--- config.mk ---
export PLATFORM = sky130hd
export DESIGN_NAME = sfp_vec_dot_reduce_flat
export DESIGN_NICKNAME = d
export VERILOG_FILES = /design/src/rtl/sfp_vec_dot_reduce_if.sv /design/src/rtl/sfp_vec_dot_reduce.sv /design/src/flat_wrapper.sv
export SDC_FILE = /design/constraint.sdc
export NUM_CORES = 1
export LEC_CHECK = 0
export BUFFER_PORTS_ARGS = -buffer_cell sky130_fd_sc_hd__buf_2
export CORE_UTILIZATION = 50
export CTS_CLUSTER_SIZE = 24
export DETAILED_ROUTE_END_ITERATION = 16
export PLACE_DENSITY_LB_ADDON = 0.08
export SETUP_SLACK_MARGIN = 0.02
export SLEW_MARGIN = 30
export SYNTH_ARGS = -nofsm -noshare
export SYNTH_HDL_FRONTEND = slang
export SYNTH_SLANG_ARGS = --single-unit
--- constraint.sdc ---
create_clock -name clk -period 2.4 [get_ports clk]
set_input_delay 0 -clock clk [delete_from_list [all_inputs] [get_ports clk]]
set_output_delay 0 -clock clk [all_outputs]
set_load 0.1 [all_outputs]
--- src/rtl/sfp_vec_dot_reduce_if.sv ---
// Valid/ready bundle for the dot-product reduction stage.
// The master side supplies lane vectors and consumes scalar sums. The slave side is the reduction stage.
interface sfp_vec_dot_reduce_if #(
    parameter int N = 3,
    parameter int W = 16
);
    logic           in_valid;
    logic           in_ready;
    logic [N*W-1:0] in_data;
    logic           out_valid;
    logic           out_ready;
    logic [W-1:0]   out_data;
    logic           out_clip;

    modport master (
        output in_valid, in_data, out_ready,
        input  in_ready, out_valid, out_data, out_clip
    );

    modport slave (
        input  in_valid, in_data, out_ready,
        output in_ready, out_valid, out_data, out_clip
    );
endinterface

--- src/rtl/sfp_vec_dot_reduce.sv ---
// Pipelined signed fixed-point lane-sum (dot-product reduction) with a registered adder tree and a narrowing output stage.
// Defining SFP_VEC_DOT_CLIP_CNT_EN adds a 16-bit saturating clip_count output.
module sfp_vec_dot_reduce #(
    parameter int N    = 3,
    parameter int IW   = 8,
    parameter int FW   = 8,
    parameter int CLIP = 1
) (
    input  logic                   clk,
    input  logic                   rst,
    sfp_vec_dot_reduce_if.slave    bus,
    output logic                   clip_sticky,
    input  logic                   clip_clr
`ifdef SFP_VEC_DOT_CLIP_CNT_EN
    ,
    output logic [15:0]            clip_count
`endif
);
    localparam int W  = IW + FW;
    localparam int S  = (N > 1) ? $clog2(N) : 0;
    localparam int P  = 1 << S;
    localparam int WS = W + S;

    localparam logic signed [WS-1:0] SUM_MAX = {{(S+1){1'b0}}, {(W-1){1'b1}}};
    localparam logic signed [WS-1:0] SUM_MIN = {{(S+1){1'b1}}, {(W-1){1'b0}}};
    localparam logic [W-1:0]         SAT_MAX = {1'b0, {(W-1){1'b1}}};
    localparam logic [W-1:0]         SAT_MIN = {1'b1, {(W-1){1'b0}}};

    logic                 adv;
    logic                 in_fire;
    logic                 handoff;
    logic signed [WS-1:0] leaf [0:P-1];
    logic signed [WS-1:0] root_sum;
    logic                 root_vld;
    logic                 sum_hi;
    logic                 sum_lo;
    logic [W-1:0]         sat_data;

    assign adv          = bus.out_ready | ~bus.out_valid;
    assign bus.in_ready = adv;
    assign in_fire      = bus.in_valid & adv;
    assign handoff      = bus.out_valid & bus.out_ready & bus.out_clip;

    // Leaves are sign-extended to full tree width so every level sums exactly; padding leaves are zero
    for (genvar j = 0; j < P; j++) begin : g_leaf
        if (j < N) begin : g_lane
            assign leaf[j] = WS'($signed(bus.in_data[j*W +: W]));
        end else begin : g_pad
            assign leaf[j] = '0;
        end
    end

    if (S == 0) begin : g_passthru
        assign root_sum = leaf[0];
        assign root_vld = in_fire;
    end else begin : g_tree
        // Heap-indexed tree: node i has children 2i+1 and 2i+2, and indices >= P-1 are leaves
        logic signed [WS-1:0] node [0:P-2];
        logic signed [WS-1:0] lhs  [0:P-2];
        logic signed [WS-1:0] rhs  [0:P-2];
        logic [S-1:0]         vld;

        for (genvar i = 0; i < P - 1; i++) begin : g_node
            localparam int LC = 2 * i + 1;
            localparam int RC = 2 * i + 2;
            if (LC >= P - 1) begin : g_from_leaf
                assign lhs[i] = leaf[LC-(P-1)];
                assign rhs[i] = leaf[RC-(P-1)];
            end else begin : g_from_node
                assign lhs[i] = node[LC];
                assign rhs[i] = node[RC];
            end
        end

        always_ff @(posedge clk or posedge rst) begin
            if (rst) begin
                for (int i = 0; i < P - 1; i++) begin
                    node[i] <= '0;
                end
                vld <= '0;
            end else if (adv) begin
                for (int i = 0; i < P - 1; i++) begin
                    node[i] <= lhs[i] + rhs[i];
                end
                for (int l = S - 1; l > 0; l--) begin
                    vld[l] <= vld[l-1];
                end
                vld[0] <= in_fire;
            end
        end

        assign root_sum = node[0];
        assign root_vld = vld[S-1];
    end

    always_comb begin
        sum_hi   = root_sum > SUM_MAX;
        sum_lo   = root_sum < SUM_MIN;
        sat_data = root_sum[W-1:0];
        if (CLIP != 0) begin
            if (sum_hi) begin
                sat_data = SAT_MAX;
            end else if (sum_lo) begin
                sat_data = SAT_MIN;
            end
        end
    end

    // Output register only loads on a valid sum, so a stalled result stays put
    always_ff @(posedge clk or posedge rst) begin
        if (rst) begin
            bus.out_valid <= 1'b0;
            bus.out_data  <= '0;
            bus.out_clip  <= 1'b0;
        end else if (adv) begin
            bus.out_valid <= root_vld;
            if (root_vld) begin
                bus.out_data <= sat_data;
                bus.out_clip <= sum_hi | sum_lo;
            end
        end
    end

    always_ff @(posedge clk or posedge rst) begin
        if (rst) begin
            clip_sticky <= 1'b0;
        end else if (handoff) begin
            clip_sticky <= 1'b1;
        end else if (clip_clr) begin
            clip_sticky <= 1'b0;
        end
    end

`ifdef SFP_VEC_DOT_CLIP_CNT_EN
    // A clear on a clipping handoff still counts that handoff
    always_ff @(posedge clk or posedge rst) begin
        if (rst) begin
            clip_count <= '0;
        end else if (clip_clr) begin
            clip_count <= handoff ? 16'd1 : 16'd0;
        end else if (handoff && (clip_count != 16'hFFFF)) begin
            clip_count <= clip_count + 16'd1;
        end
    end
`endif

endmodule

--- src/flat_wrapper.sv ---
// flat-port wrapper written by rule: the top's interface ports become plain ports
module sfp_vec_dot_reduce_flat 
#(
    parameter int N    = 3,
    parameter int IW   = 8,
    parameter int FW   = 8,
    parameter int CLIP = 1
)
  (clk, rst, clip_sticky, clip_clr, bus_in_valid, bus_in_data, bus_out_ready, bus_in_ready, bus_out_valid, bus_out_data, bus_out_clip);
  sfp_vec_dot_reduce_if #(.N(N), .W((16))) bus_i ();
  input  logic clk;
  input  logic rst;
  output logic clip_sticky;
  input  logic clip_clr;
  input wire logic [$bits(bus_i.in_valid)-1:0] bus_in_valid;
  input wire logic [$bits(bus_i.in_data)-1:0] bus_in_data;
  input wire logic [$bits(bus_i.out_ready)-1:0] bus_out_ready;
  output wire logic [$bits(bus_i.in_ready)-1:0] bus_in_ready;
  output wire logic [$bits(bus_i.out_valid)-1:0] bus_out_valid;
  output wire logic [$bits(bus_i.out_data)-1:0] bus_out_data;
  output wire logic [$bits(bus_i.out_clip)-1:0] bus_out_clip;
  assign bus_i.in_valid = bus_in_valid;
  assign bus_i.in_data = bus_in_data;
  assign bus_i.out_ready = bus_out_ready;
  assign bus_in_ready = bus_i.in_ready;
  assign bus_out_valid = bus_i.out_valid;
  assign bus_out_data = bus_i.out_data;
  assign bus_out_clip = bus_i.out_clip;
  sfp_vec_dot_reduce #(.N(N), .IW(IW), .FW(FW), .CLIP(CLIP)) u_core (.clk(clk), .rst(rst), .bus(bus_i), .clip_sticky(clip_sticky), .clip_clr(clip_clr));
endmodule
**After elaboration in Yosys (flattened, before gate mapping)**

Index checks and enable logic that the tools add are counted.

- Logic and storage cells: 24
- Register bits after elaboration: 73
- Output and inout port bits: 20
- Bits of input ports: 53

- Bitwise logic cells: 6
- Mux-type cells: 4
- Reduce and logical (&&, ||, !) cells: 2
- $add $sub $neg: 2
- $lt $le $gt $ge: 2

Operators with widths:

| kind | number |
|---|---|
| $mux 16 | 2 |
| $add 18x16->18 | 1 |
| $gt 18x16->1 const B | 1 |
| $lt 18x16->1 const B | 1 |
| $add 16x16->17 | 1 |
| $and 1x1->1 | 3 |
| $mux 1 | 2 |
| $or 1x1->1 | 2 |
| $reduce_and 2->1 | 1 |
| $reduce_bool 2->1 | 1 |
| $not 1->1 | 1 |

**Logic depth before layout (Yosys ltp)**

- Depth in word-level cells: 3
- Mapped depth: 9
- Gate-level depth less buffers: 9

**Worst setup path after synthesis**

No wires, ideal clock.

- Path kind: register to register
- From: register u_core.bus.out_valid
- To: register u_core.g_tree.node, in the netlist u_core.g_tree.lhs[39]
- Arrival time: 2.696 ns
- Clock period less this slack: 2.883 ns
- Slack: -0.483 ns
- Buffers on the path: 3
- Data required time: 2.213 ns
- Cell stages (with the launch flop): 7
- Cells stage by stage: dfrtp_1 -> nor2b_1 -> clkbuf_1 -> inv_1 -> clkbuf_1 -> buf_1 -> a21oi_1

- Word-level cells in the longest chain between the ends: 2

RTL lines:

| item | RTL line | source |
|---|---|---|
| start: declaration | sfp_vec_dot_reduce_if.sv:22 | `output in_ready, out_valid, out_data, out_clip` |
| start signal: assignment | sfp_vec_dot_reduce.sv:116 | `bus.out_valid <= root_vld;` |
| $not 1->1 | sfp_vec_dot_reduce.sv:39 | `assign adv = bus.out_ready \| ~bus.out_valid;` |
| $or 1x1->1 | sfp_vec_dot_reduce.sv:39 |  |
| named net bus_in_ready | flat_wrapper.sv:18 | `output wire logic [$bits(bus_i.in_ready)-1:0] bus_in_ready;` |
| end signal: indexed assignment | sfp_vec_dot_reduce.sv:83 | `node[i] <= lhs[i] + rhs[i];` |
| end: declaration | sfp_vec_dot_reduce.sv:58 | `logic signed [WS-1:0] node [0:P-2];` |

The timed path passes the listed nets, and every way through them passes these cells.
A chain may end at the register's enable or synchronous reset.

**Worst setup path after layout**

- From: register u_core.g_tree.node, in the netlist u_core.g_tree.lhs[42]
- To: register u_core.g_tree.node, in the netlist u_core.root_sum[13]

- Word-level cells in the longest chain between the ends: 1

RTL lines:

| item | RTL line |
|---|---|
| $add 18x16->18 | sfp_vec_dot_reduce.sv:83 |

No other way between the ends.

==> flow_summary.json <==
{
  "grt_usage": 0.225,
  "avgSynthCellArea_um2": 8.65,
  "ys_ff_latch": 72,
  "clk_path_buf_depth": 2,
  "fin_ws_ns": 0.169,
  "yosysSeqAreaShare": 0.415,
  "critPathKind": "reg -> reg",
  "cts_root_buffer": "clkbuf_8",
  "final.period_utilization": 0.930,
  "fin_nets": 678,
  "antenna_cells": 0,
  "reg2reg_setup_slack_ns": 0.17,
  "grt-ovfl-total": 0,
  "synth_edf_count": 0,
  "wirelength_um": 9210,
  "synth_cell_types": 52,
  "fin_crit_ns": 2.23,
  "via_per_inst": 5.33,
  "drive_gt1_frac": 0.183,
  "stdcell_count": 700,
  "worstPathArrival_ns": 2.48,
  "drc": 0,
  "ios": 73,
  "hp-start": "bus_in_data[16]",
  "wl_per_cell_um": 13.2,
  "vias": 3731,
  "place_ws_ns": 0.157,
  "initialDrtViolationCount": 131,
  "total_power_w": 0.00683,
  "io_buffers": 72,
  "grt_pass1_vias": 3563,
  "numCtsBuffers": 9,
  "grt_max_degree": 61,
  "slew_viol_final": 0,
  "place_area_mm2": 0.00483,
  "coreArea_mm2": 0.00830,
  "fmax_mhz": 448,
  "die_width_um": 95.2,
  "cp_max_fo": 6,
  "synth_nets": 590,
  "gp_congestion": 0.881,
  "netlist_area_mm2": 0.00434,
  "hpwl_um": 6690,
  "p_per_area_mw_per_mm2": 1300,
  "tightest_slew_ns": 0.530,
  "setup_viol": 0,
  "postLayoutCellArea_mm2": 0.00525,
  "crit_path_start_kind": "flop",
  "cp-end-kind": "flop",
  "yosysWarnings": 0,
  "hold_violations": 0,
  "syn_inst": 502,
  "start_util": 0.523,
  "cts_tree": "done",
  "peakVddDrop_mv": 0.463,
  "fp.dieH_um": 95.2,
  "ant_nets": 0,
  "std_cell_rows": 33,
  "cts_htree_levels": 3,
  "clock-sinks": 72,
  "skew_ns": 0.00927,
  "grt_pass1_wl_um": 15900,
  "slew_headroom": 0.645,
  "async_reset_ff_frac": 1.00,
  "yosysTopAreaCell": "dfrtp_1",
  "crit_required_ns": 2.65,
  "clock_latency_ns": 0.35,
  "drt-pass1-iter-count": 4,
  "whs_ns": 0.0323,
  "drv_cap": 0,
  "leakage_nw": 2.55,
  "post-cts-setup-buffers": 0,
  "numPlacedInstances": 664,
  "synth_area_leaders": "dfrtp_1 41%, ha_1 9.5%, nand2_1 9.2%",
  "path_clk_slew_ns": 0.07,
  "status": "finished, final reports clean",
  "hold_class": "in -> reg",
  "critPathLaunch": "u_core.g_tree.lhs[42]",
  "syn_to_final_growth_pct": 20.9,
  "antenna_found_initial": 0,
  "synth_top_area_frac": 0.415,
  "reg2reg_from": "u_core.g_tree.lhs[42]",
  "ys.flop_type": "dfrtp_1",
  "dieArea_mm2": 0.00906
}
layer usage:
metal | share of wire | track usage | routed length [um]
met2 | 0.46 | 0.374 | 4250
met3 | 0.033 | 0.0311 | 305
met5 | 0 | 0 | 0
met1 | 0.48 | 0.288 | 4470
met4 | 0.021 | 0.105 | 193
flip-flops by register name (all words and copies together), names as in the netlist:
register / flops
u_core.bus.out_clip: 1
u_core.bus.out_data: 16
u_core.bus.out_valid: 1
u_core.clip_sticky: 1
u_core.g_tree.lhs: 17
u_core.g_tree.node: 16
u_core.g_tree.vld: 2
u_core.root_sum: 18
path summary, 6_finish.rpt:
kind | endpoint | cells past startpoint
worst min-delay path | u_core.g_tree.lhs[36] | 4
worst min register to register | u_core.g_tree.vld[0] | 2
min in group asynchronous | u_core.bus.out_data[5] | 3
max in group asynchronous | u_core.g_tree.lhs[49] | 4
worst max register to register | u_core.root_sum[13] | 7
worst max-delay path | u_core.root_sum[13] | 7
cells by family after synthesis:
| kind of cell | synth area share |
|---|---|
| AOI/OAI and AO/OA | 0.212 |
| xor gates and xnor gates | 0.0403 |
| adders and majority gates | 0.104 |
| buffers and inverters | 0.0285 |
| DFF | 0.415 |
| muxes | 0.00519 |
| and+or+nand+nor | 0.195 |
worst max-delay path, stage by stage (launching register included):
cell and delay (ns):
dfrtp_1 0.39, ha_1 0.37, a211oi_1 0.30, o221a_2 0.25, a21oi_1 0.08, o31ai_1 0.35, a21boi_0 0.14, o31ai_1 0.25
synthesized netlist by cell type, types with 2 or more instances:
| library cell | instances |
|---|---|
| nand2_1 | 106 |
| dfrtp_1 | 72 |
| o21ai_0 | 51 |
| a21oi_1 | 39 |
| nor2_1 | 38 |
| ha_1 | 33 |
| clkbuf_1 | 16 |
| a21o_1 | 12 |
| inv_1 | 11 |
| xor2_1 | 11 |
| nand3_1 | 9 |
| xnor2_1 | 9 |
| a211oi_1 | 8 |
| nor3_1 | 7 |
| o31ai_1 | 7 |
| nand2b_1 | 6 |
| and2_1 | 5 |
| nor2b_1 | 5 |
| o211ai_1 | 5 |
| o21a_1 | 4 |
| and3_1 | 3 |
| buf_1 | 3 |
| o22ai_1 | 3 |
| a21boi_0 | 2 |
| a31oi_1 | 2 |
| and4_1 | 2 |
| and4_2 | 2 |
| fa_1 | 2 |
| mux2_2 | 2 |
| nand4_1 | 2 |
| nor3b_1 | 2 |
| o21bai_1 | 2 |
| or2_2 | 2 |
power by group:
group	total, W	leakage, nW	switching, W	internal, W
registers	0.00204	0.850	0.000328	0.00171
logic	0.00379	1.59	0.00265	0.00115
clock network	0.000996	0.109	0.000434	0.000563
area by class of cell:
class                      count  area, um^2
clock buffer                  13         169
clock inverter                 3        40.0
fill                         749        3050
inverter                      11        41.3
multi-input combinational    399        2430
sequential                    72        1800
tap                          105         131
timing repair buffer          97         638
layout by cell type, fill, tap and decap left out, types with 12 or more instances in the layout:
cell / n
o21ai_0: 51
nand2_1: 106
nor2_1: 38
a21oi_1: 39
a21o_1: 12
dfrtp_1: 71
buf_2: 71
dlygate4sd3_1: 20
ha_1: 33
clkbuf_8: 12
metrics by stage:
| stage | setup TNS (ns) | utilization |
|---|---|---|
| 2_1_floorplan | 0 | - |
| 3_3_place_gp | 0 | 0.582 |
| 3_5_place_dp | 0 | 0.582 |
| 4_1_cts | 0 | 0.632 |
| 5_1_grt | -0.0110 | 0.632 |
| 6_report | 0 | 0.632 |
timing repair:
action,CTS,global route
hold buffers,20,0
gates resized for setup,0,1
hold endpoints to repair,37,0
endpoints found under the setup margin,0,1
Power figures use the tool's default switching activity.
